<file path="src/rtl/clk_div_cfg_pkg.sv">
// Shared types and helpers for the clock-divider configuration controller.
package clk_div_cfg_pkg;

  typedef enum logic [2:0] {
    IDLE   = 3'd0,
    DRAIN  = 3'd1,
    LOAD   = 3'd2,
    SETTLE = 3'd3,
    ACK    = 3'd4
  } state_t;

  localparam logic [7:0] CLK_DIV_DEFAULT_RATIO = 8'd1;

  // Divided clock needs two output periods to settle; ratios 0 and 1 are bypass.
  function automatic int unsigned settle_cycles(input int unsigned ratio);
    return (ratio <= 32'd1) ? 32'd2 : 32'd2 * ratio;
  endfunction

endpackage

</file>
<file path="src/rtl/clk_div_rr_arb.sv">
// Two-way round-robin arbiter; combinational grant, priority pointer advances on strobe.
// After an advance, the requester that was not just served has priority.
module clk_div_rr_arb (
  input  logic       i_ref_clk,
  input  logic       i_rst,
  input  logic [1:0] req,
  input  logic       adv,
  input  logic       adv_id,
  output logic [1:0] grant,
  output logic       grant_id
);

  logic ptr_q;

  always_comb begin
    grant    = 2'b00;
    grant_id = 1'b0;
    if (req[0] && (!ptr_q || !req[1])) begin
      grant = 2'b01;
    end else if (req[1]) begin
      grant    = 2'b10;
      grant_id = 1'b1;
    end
  end

  always_ff @(posedge i_ref_clk or negedge i_rst) begin
    if (!i_rst) begin
      ptr_q <= 1'b0;
    end else if (adv) begin
      ptr_q <= ~adv_id;
    end
  end

endmodule

</file>
<file path="src/rtl/clk_div_cfg_ctrl.sv">
// Arbitrates two ratio-change requesters and sequences the divider: gate off, load, re-enable, settle, ack.
// All outputs are registered from the next state, so they line up with the state they describe.
module clk_div_cfg_ctrl
  import clk_div_cfg_pkg::*;
#(
  parameter int                  RATIO_WD      = 8,
  parameter logic [RATIO_WD-1:0] DEFAULT_RATIO = RATIO_WD'(CLK_DIV_DEFAULT_RATIO),
  parameter int                  DRAIN_CYC     = 2
) (
  input  logic                i_ref_clk,
  input  logic                i_rst,
  input  logic                i_enable,
  input  logic                i_req0,
  input  logic [RATIO_WD-1:0] i_ratio0,
  output logic                o_ack0,
  input  logic                i_req1,
  input  logic [RATIO_WD-1:0] i_ratio1,
  output logic                o_ack1,
  output logic [RATIO_WD-1:0] o_div_ratio,
  output logic                o_clk_en,
  output logic                o_busy,
  output logic                o_grant_id
);

  localparam int CNT_WD = RATIO_WD + 1;

  state_t              state_q, state_d;
  logic [RATIO_WD-1:0] shadow_q, shadow_d, ratio_d;
  logic [CNT_WD-1:0]   cnt_q, cnt_d;
  logic                fast_q, fast_d;
  logic                grant_id_d, clk_en_d, busy_d, ack0_d, ack1_d;
  logic [1:0]          arb_req, arb_grant;
  logic                arb_id, arb_adv;

  assign arb_req = {i_req1, i_req0};

  clk_div_rr_arb u_arb (
    .i_ref_clk (i_ref_clk),
    .i_rst     (i_rst),
    .req       (arb_req),
    .adv       (arb_adv),
    .adv_id    (o_grant_id),
    .grant     (arb_grant),
    .grant_id  (arb_id)
  );

  always_comb begin
    state_d    = state_q;
    shadow_d   = shadow_q;
    ratio_d    = o_div_ratio;
    cnt_d      = cnt_q;
    fast_d     = fast_q;
    grant_id_d = o_grant_id;
    arb_adv    = 1'b0;
    case (state_q)
      IDLE: begin
        if (|arb_grant) begin
          grant_id_d = arb_id;
          shadow_d   = arb_id ? i_ratio1 : i_ratio0;
          fast_d     = (shadow_d == o_div_ratio);
          cnt_d      = CNT_WD'(DRAIN_CYC - 1);
          state_d    = DRAIN;
        end
      end
      // A fast-path request passes through DRAIN for one cycle with the enable left alone.
      DRAIN: begin
        if (fast_q) begin
          state_d = ACK;
        end else if (cnt_q == '0) begin
          ratio_d = shadow_q;
          state_d = LOAD;
        end else begin
          cnt_d = cnt_q - 1'b1;
        end
      end
      LOAD: begin
        cnt_d   = CNT_WD'(settle_cycles(32'(shadow_q)) - 32'd1);
        state_d = SETTLE;
      end
      SETTLE: begin
        if (cnt_q == '0) begin
          state_d = ACK;
        end else begin
          cnt_d = cnt_q - 1'b1;
        end
      end
      ACK: begin
        arb_adv = 1'b1;
        state_d = IDLE;
      end
      default: state_d = IDLE;
    endcase
  end

  always_comb begin
    clk_en_d = 1'b0;
    case (state_d)
      IDLE, SETTLE, ACK: clk_en_d = i_enable;
      DRAIN:             clk_en_d = i_enable & fast_d;
      default:           clk_en_d = 1'b0;
    endcase
    busy_d = (state_d != IDLE);
    ack0_d = (state_d == ACK) && !grant_id_d;
    ack1_d = (state_d == ACK) && grant_id_d;
  end

  always_ff @(posedge i_ref_clk or negedge i_rst) begin
    if (!i_rst) begin
      state_q     <= IDLE;
      shadow_q    <= DEFAULT_RATIO;
      cnt_q       <= '0;
      fast_q      <= 1'b0;
      o_div_ratio <= DEFAULT_RATIO;
      o_clk_en    <= 1'b0;
      o_busy      <= 1'b0;
      o_grant_id  <= 1'b0;
      o_ack0      <= 1'b0;
      o_ack1      <= 1'b0;
    end else begin
      state_q     <= state_d;
      shadow_q    <= shadow_d;
      cnt_q       <= cnt_d;
      fast_q      <= fast_d;
      o_div_ratio <= ratio_d;
      o_clk_en    <= clk_en_d;
      o_busy      <= busy_d;
      o_grant_id  <= grant_id_d;
      o_ack0      <= ack0_d;
      o_ack1      <= ack1_d;
    end
  end

endmodule

</file>
<file path="config.mk">
export PLATFORM = sky130hd
export DESIGN_NAME = clk_div_cfg_ctrl
export DESIGN_NICKNAME = d
export VERILOG_FILES = /design/src/rtl/clk_div_cfg_pkg.sv /design/src/rtl/clk_div_rr_arb.sv /design/src/rtl/clk_div_cfg_ctrl.sv
export SDC_FILE = /design/constraint.sdc
export NUM_CORES = 1
export LEC_CHECK = 0
export CAP_MARGIN = 20
export CORE_AREA = 4 4 71 73
export CTS_BUF_LIST = sky130_fd_sc_hd__clkbuf_4 sky130_fd_sc_hd__clkbuf_8
export DETAILED_ROUTE_END_ITERATION = 12
export DIE_AREA = 0 0 75 77
export GPL_ROUTABILITY_DRIVEN = 0
export HOLD_SLACK_MARGIN = 0.08
export PLACE_DENSITY = 0.69
export SYNTH_ARGS = -nofsm -noshare
export SYNTH_HDL_FRONTEND = slang
export SYNTH_SLANG_ARGS = --single-unit
</file>
<file path="constraint.sdc">
create_clock -name i_ref_clk -period 2.8 [get_ports i_ref_clk]
set_input_delay 0.56 -clock i_ref_clk [delete_from_list [all_inputs] [get_ports i_ref_clk]]
set_output_delay 0.56 -clock i_ref_clk [all_outputs]
set_load 0.1 [all_outputs]
</file>
# Word level (Yosys, flattened, before mapping)
# Index checks and enable logic that the tools add are counted.
[word_totals]
reg_bits = 35
output_inout_bits = 13
elab_cells = 65
[classes]
add_sub_neg = 2
n_lt_le_gt_ge = 1
eq_ne = 10
muxes = 21
bitwise_logic = 3
n_reduce_logical = 17
[ops]
columns = ["op", "count"]
rows = [
  ["2-to-1 mux 9 bit", 4],
  ["one-hot mux 9 bit (4 select lines)", 1],
  ["subtractor 9 x 1 -> 9 bit, second input constant", 2],
  ["2-to-1 mux 3 bit", 4],
  ["one-hot mux 3 bit (4 select lines)", 1],
  ["equality test 3 x 2 -> 1 bit, second input constant", 3],
  ["logical NOT 9 bit", 1],
  ["equality test 8 bit", 1],
  ["<= comparator 8 x 1 -> 1 bit, second input constant", 1],
  ["2-to-1 mux 8 bit", 1],
  ["2-to-1 mux 1 bit", 7],
  ["equality test 3 x 1 -> 1 bit, second input constant", 2],
  ["equality test 3 bit, second input constant", 2],
  ["logical NOT 3 bit", 2],
  ["AND reduction 3 bit", 2],
  ["2-to-1 mux 2 bit", 2],
  ["inequality test 2 bit, second input constant", 2],
  ["nonzero test 4 bit", 1],
  ["logical AND 1 bit", 3],
  ["logical NOT 1 bit", 3],
  ["nonzero test 3 bit", 1],
  ["OR reduction 3 bit", 1],
  ["inverter 1 bit", 2],
  ["one-hot mux 1 bit (2 select lines)", 1],
  ["4 further kinds", 4],
]

# Depth between registers and ports, before layout
[depth]
ltp_word = 10
depth_mapped = 8
ltp_nobuf = 8

# Hierarchy
# A second synthesis with hierarchy kept.
[unflattened]
cells_unflattened = 195
area_unflattened_um2 = 1989.4
[by_module_without_submodules]
columns = ["module", "instances", "cells_each", "area_per_inst_um2", "seq_area_each_um2"]
rows = [
  ["clk_div_cfg_ctrl", 1, 188, 1929.4, 853.3],
  ["clk_div_rr_arb", 1, 7, 60.1, 25.0],
]

# Worst setup path before layout
# Ideal clock, no wire load.
[synth_path]
path_kind = "reg-to-reg"
start = "register o_div_ratio[2]"
end = "register o_clk_en"
setup_time_ps = 78
t_arrival_ps = 1990
required_ps = 2722
setup_slack_ps = 732
path_stages_with_launch = 6
n_path_buf = 0
cell_sequence = "dfrtp_1 -> nor2b_1 -> a2111oi_0 -> a32oi_1 -> a2111oi_2 -> o2bb2ai_1"
[synth_between]
elab_chain_len = 5
[synth_lines]
columns = ["item", "line", "source"]
rows = [
  ["from (decl)", "clk_div_cfg_ctrl.sv:19", "output logic [RATIO_WD-1:0] o_div_ratio,"],
  ["from (signal assigned)", "clk_div_cfg_ctrl.sv:124", "o_div_ratio <= ratio_d;"],
  ["equality test 8 bit", "clk_div_cfg_ctrl.sv:60", "fast_d = (shadow_d == o_div_ratio);"],
  ["2-to-1 mux 1 bit", "clk_div_cfg_ctrl.sv:57", "if (|arb_grant) begin"],
  ["2-to-1 mux 1 bit", "clk_div_cfg_ctrl.sv:55", "case (state_q)"],
  ["AND 1 bit", "clk_div_cfg_ctrl.sv:99", "DRAIN: clk_en_d = i_enable & fast_d;"],
  ["one-hot mux 1 bit (2 select lines)", "clk_div_cfg_ctrl.sv:97", "case (state_d)"],
  ["via clk_en_d", "clk_div_cfg_ctrl.sv:31", "logic grant_id_d, clk_en_d, busy_d, ack0_d, ack1_d;"],
  ["to (signal assigned)", "clk_div_cfg_ctrl.sv:125", "o_clk_en <= clk_en_d;"],
  ["to (decl)", "clk_div_cfg_ctrl.sv:20", "output logic o_clk_en,"],
]
# The timed path passes the listed nets, and every way through them passes these cells.
# A chain may end at the register's enable or synchronous reset.

# Final worst setup path
[layout_path]
start = "input port i_req0"
end = "register o_clk_en"
[layout_between]
elab_chain_len = 8
word_cells_on_any_way = 17
classes_between = "4 x eq/ne; 8 x mux; 1 x bitwise; 4 x reduce/logical"
[layout_lines]
columns = ["item", "line", "source"]
rows = [
  ["from (decl)", "clk_div_cfg_ctrl.sv:13", "input logic i_req0,"],
  ["logical AND 1 bit (*)", "clk_div_rr_arb.sv:18", "if (req[0] && (!ptr_q || !req[1])) begin"],
  ["2-to-1 mux 2 bit / 2-to-1 mux 1 bit (equally long branches)", "clk_div_rr_arb.sv:18", ""],
  ["OR reduction 2 bit / 2-to-1 mux 8 bit (equally long branches)", "clk_div_cfg_ctrl.sv:57, clk_div_cfg_ctrl.sv:59", ""],
  ["2-to-1 mux 3 bit / equality test 8 bit (equally long branches)", "clk_div_cfg_ctrl.sv:57, clk_div_cfg_ctrl.sv:60", ""],
  ["one-hot mux 3 bit (4 select lines) / 2-to-1 mux 1 bit (equally long branches)", "clk_div_cfg_ctrl.sv:55, clk_div_cfg_ctrl.sv:57", ""],
  ["equality test 3 bit, or another cell as far along", "clk_div_cfg_ctrl.sv:97", ""],
  ["OR reduction 3 bit / AND 1 bit (equally long branches)", "clk_div_cfg_ctrl.sv:97, clk_div_cfg_ctrl.sv:99", ""],
  ["one-hot mux 1 bit (2 select lines) (*)", "clk_div_cfg_ctrl.sv:97", ""],
  ["via clk_en_d", "clk_div_cfg_ctrl.sv:31", ""],
]
# The timed path passes the listed nets; every way through them passes the cells marked *.

==> metrics.md <==
| Metric | Value |
|---|---|
| Status | finished clean |
| Post-CTS Resized | 0 |
| Met1 wire length | 2.18 mm |
| Area post-placement | 2370 um^2 |
| Crit path to | o_clk_en |
| Via count | 1689 |
| Post-CTS setup buffer count | 0 |
| Num CTS Buffers | 5 |
| Max-slew violation count | 0 |
| Drt pass-1 iters | 4 |
| Worst path depth | 6 |
| Starting Density | 47.2% |
| # IOs | 34 |
| Final setup fails | 0 |
| Layout Nets | 273 |
| DR DRC count | 0 |
| Crit-path max FO | 5 |
| Layout Cell Area excl Fill | 2490 um^2 |
| CTS tree | done |
| GRT Util Overall | 18.3% |
| Power, Total | 1.06 mW |
| Met3 routed WL | 272 um |
| Highest-delay cell along the critical path | clkdlybuf4s50_1 |
| Flop2flop setup slack | 0.75 ns |
| 1st-iter DRT viols | 117 |
| P&R area growth vs syn | 21.4% |
| Share of cells above drive strength 1 | 16.0% |
| Register area share after synthesis | 42.8% |
| Synthesized cell area | 2050 um^2 |
| Antenna cells | 0 |
| CP endpoint kind | flip-flop |
| Die area | 5780 um^2 |
| Adder-Cell Fraction of Synth Area | 1.83% |
| Top cells by count, synth | dfrtp_1, nand2_1, o21ai_0 |
| First-pass GRT wire length | 8.09 mm |
| Post-synthesis xor/xnor area fraction | 6.40% |
| CP Launch Type | input port |
| Hold_ws | 0.516 ns |
| Worst R2R Start | shadow_q[4] |
| Kind of critical path | in2reg |
| Period minus WS final | 2.29 ns |
| Routed vias/inst | 5.59 |
| CP Data Arrival Time | 2.50 ns |
| Yosys Warn Count | 0 |
| Setup TNS | 0 ns |
| RSZ-0062 raised after global routing | false |
| Core area | 4350 um^2 |
| Max frequency | 438 MHz |
| Period utilization | 81.6% |
| Final hold viol count | 0 |
| Post-synth EDFFs | 0 |
| Top-count cell post-synth | dfrtp_1 |
| Die H | 77 um |
| CP required | 3.02 ns |
| Worst slew pin tran | 0.486 ns |
| H-tree Lvls | 2 |
| Slowest Stage Delay on Critical Path | 0.54 ns |
| Clk_lat worst skew | 0.29 ns |
| Cell Pwr Density | 426 nW/um^2 |
| Max Used Layer | met4 |
| FF-to-FF path depth | 7 |
| Die extent in x | 75 um |
| Compound-gate portion of the synthesized area | 19.0% |
| Skew final | 0.00534 ns |
| Tightest Hold Check Type | reg2reg |
| Top_reg_cell synth | dfrtp_1 |
| Synth Register Bits | 35 |
| Synth top area cells | dfrtp_1, o21ai_0, mux2_4 |
| Clk sinks | 35 |
| Layout fillers | 377 |
| Number of global-route vias before repair | 1735 |
| Util after Layout | 57.2% |
| Syn Area/Cell | 9.55 um^2 |
| Crit path buffers/inverters | 1 |
| Peak supply drop | 233 uV |
| Crit-path cells | clkdlybuf4s50_1 -> nand2b_1 -> a2111oi_0 -> a32oi_1 -> a2111oi_2 -> o2bb2ai_1 |
| Clock transition at path regs | 0.07 ns |
| Cells after Synth | 215 |
| Worst r2r dst | cnt_q[3] |
| Main combinational cell family by area after synthesis | compound AO/OA/AOI/OAI gates |
| Post-synth net total | 239 |
| Routed Wire Length | 4.86 mm |
| Avg WL per Cell | 16.1 um |
| Max-slew headroom | 66.7% |
| IO buf count | 33 |
| Antenna-violating nets left | 0 |
| Max Cap Viol | 0 |
| P_leak | 1.09 nW |
| Clock root cell | clkbuf_8 |
| Clk buf depth | 2 |
| Grt total ovfl | 0 |
| Post-synthesis async set-or-reset flop share | 100% |
| Largest net degree at the start of global routing | 36 |
| Worst setup startpoint | i_req0 |
| Yosys cell types | 50 |
| Cell family with most CP delay | compound AO/OA/AOI/OAI gates |
| WL met2 | 2.32 mm |
| Mux contribution to synthesized area | 7.68% |
| Area leader, netlist | dfrtp_1 |
| FP Rows | 24 |
| Final HPWL DP | 3.59 mm |
| Post-synth top area share | 40.2% |
| Number of hold-repair buffers added at the cts stage | 0 |
| Initial antenna violation count | 0 |
| Simple logic cell fraction of the synthesized area | 17.4% |
[metrics by stage]
stage | instances | setup WS, ns
2_1_floorplan | 215 | 0.732
3_3_place_gp | 294 | 0.317
3_5_place_dp | 294 | 0.271
4_1_cts | 302 | 0.493
5_1_grt | 302 | 0.394
6_report | 302 | 0.515
[final cells by class]
type | count | area (um^2) | area share (%)
clock buffers | 6 | 82.6 | 3.31
clock inverters | 2 | 35.0 | 1.41
inverters | 10 | 37.5 | 1.51
multi-input cells | 161 | 1070 | 43.1
flip-flops and latches | 35 | 878 | 35.2
well taps | 52 | 65.1 | 2.61
repair buffers | 36 | 320 | 12.9
[where the power goes]
part | total, mW | switching, mW | internal (mW)
Clock | 0.475 | 0.187 | 0.288
Sequential | 0.505 | 0 | 0.505
Combinational | 0.0802 | 0.0371 | 0.0431
[how the worst min path moves through the flow]
stage | from | to | slack [ns] | cells after the start
after floorplan | i_rst | cnt_q[0] | 0.26 | 0
after global placement | cnt_q[8] | cnt_q[8] | 0.50 | 2
after detailed placement | cnt_q[3] | cnt_q[3] | 0.50 | 2
after CTS | cnt_q[3] | cnt_q[3] | 0.52 | 2
after global routing | o_grant_id | u_arb.ptr_q | 0.55 | 1
final | cnt_q[3] | cnt_q[3] | 0.52 | 2
[worst min-delay path: stages, from the launching register on]
cell	delay (ns)
dfrtp_1	0.34
o21ai_0	0.07
o21ai_0	0.06
[flip-flops by register name, indices dropped and copies added (netlist names)]
signal,cells
cnt_q,9
fast_q,1
o_ack0,1
o_ack1,1
o_busy,1
o_clk_en,1
o_div_ratio,8
o_grant_id,1
shadow_q,8
state_q,3
u_arb.ptr_q,1
[kinds of logic after synthesis]
group           Yosys count
compound gates           61
xor+xnor                 15
mux                      13
flops                    35
simple gates             69
fa+ha+maj                 3
buf+inv                  19
[placed cells by master (no fill, tap or decap), types with 2 or more instances in the layout]
cell type,netlist,routed
o21ai_0,20,20
o31ai_1,2,2
o221ai_1,2,2
o21ai_1,4,4
dfrtp_1,33,33
mux2_4,5,5
inv_1,10,10
and3_1,2,2
mux2i_1,6,6
a21oi_1,12,12
nand3_1,3,3
buf_4,1,16
dfstp_2,2,2
mux2_2,2,2
ha_1,3,3
nor3_1,8,8
a31oi_1,4,4
nand2_1,20,20
nand2b_1,4,4
a22oi_1,3,3
xnor2_1,8,8
and2_1,3,3
clkbuf_8,0,6
o211ai_1,2,2
nor2_1,15,15
clkdlybuf4s50_1,0,20
xor2_1,7,7
nor2b_1,6,6
[per-layer routing]
| layer | global-route usage [%] | vias to the layer above |
|---|---|---|
| met5 | 0 | - |
| met4 | 6.58 | 0 |
| met3 | 4.31 | 9 |
| met2 | 29.5 | 42 |
| met1 | 23.3 | 807 |
| li1 | - | 831 |
Note: power is estimated with default switching activity, not from simulation.
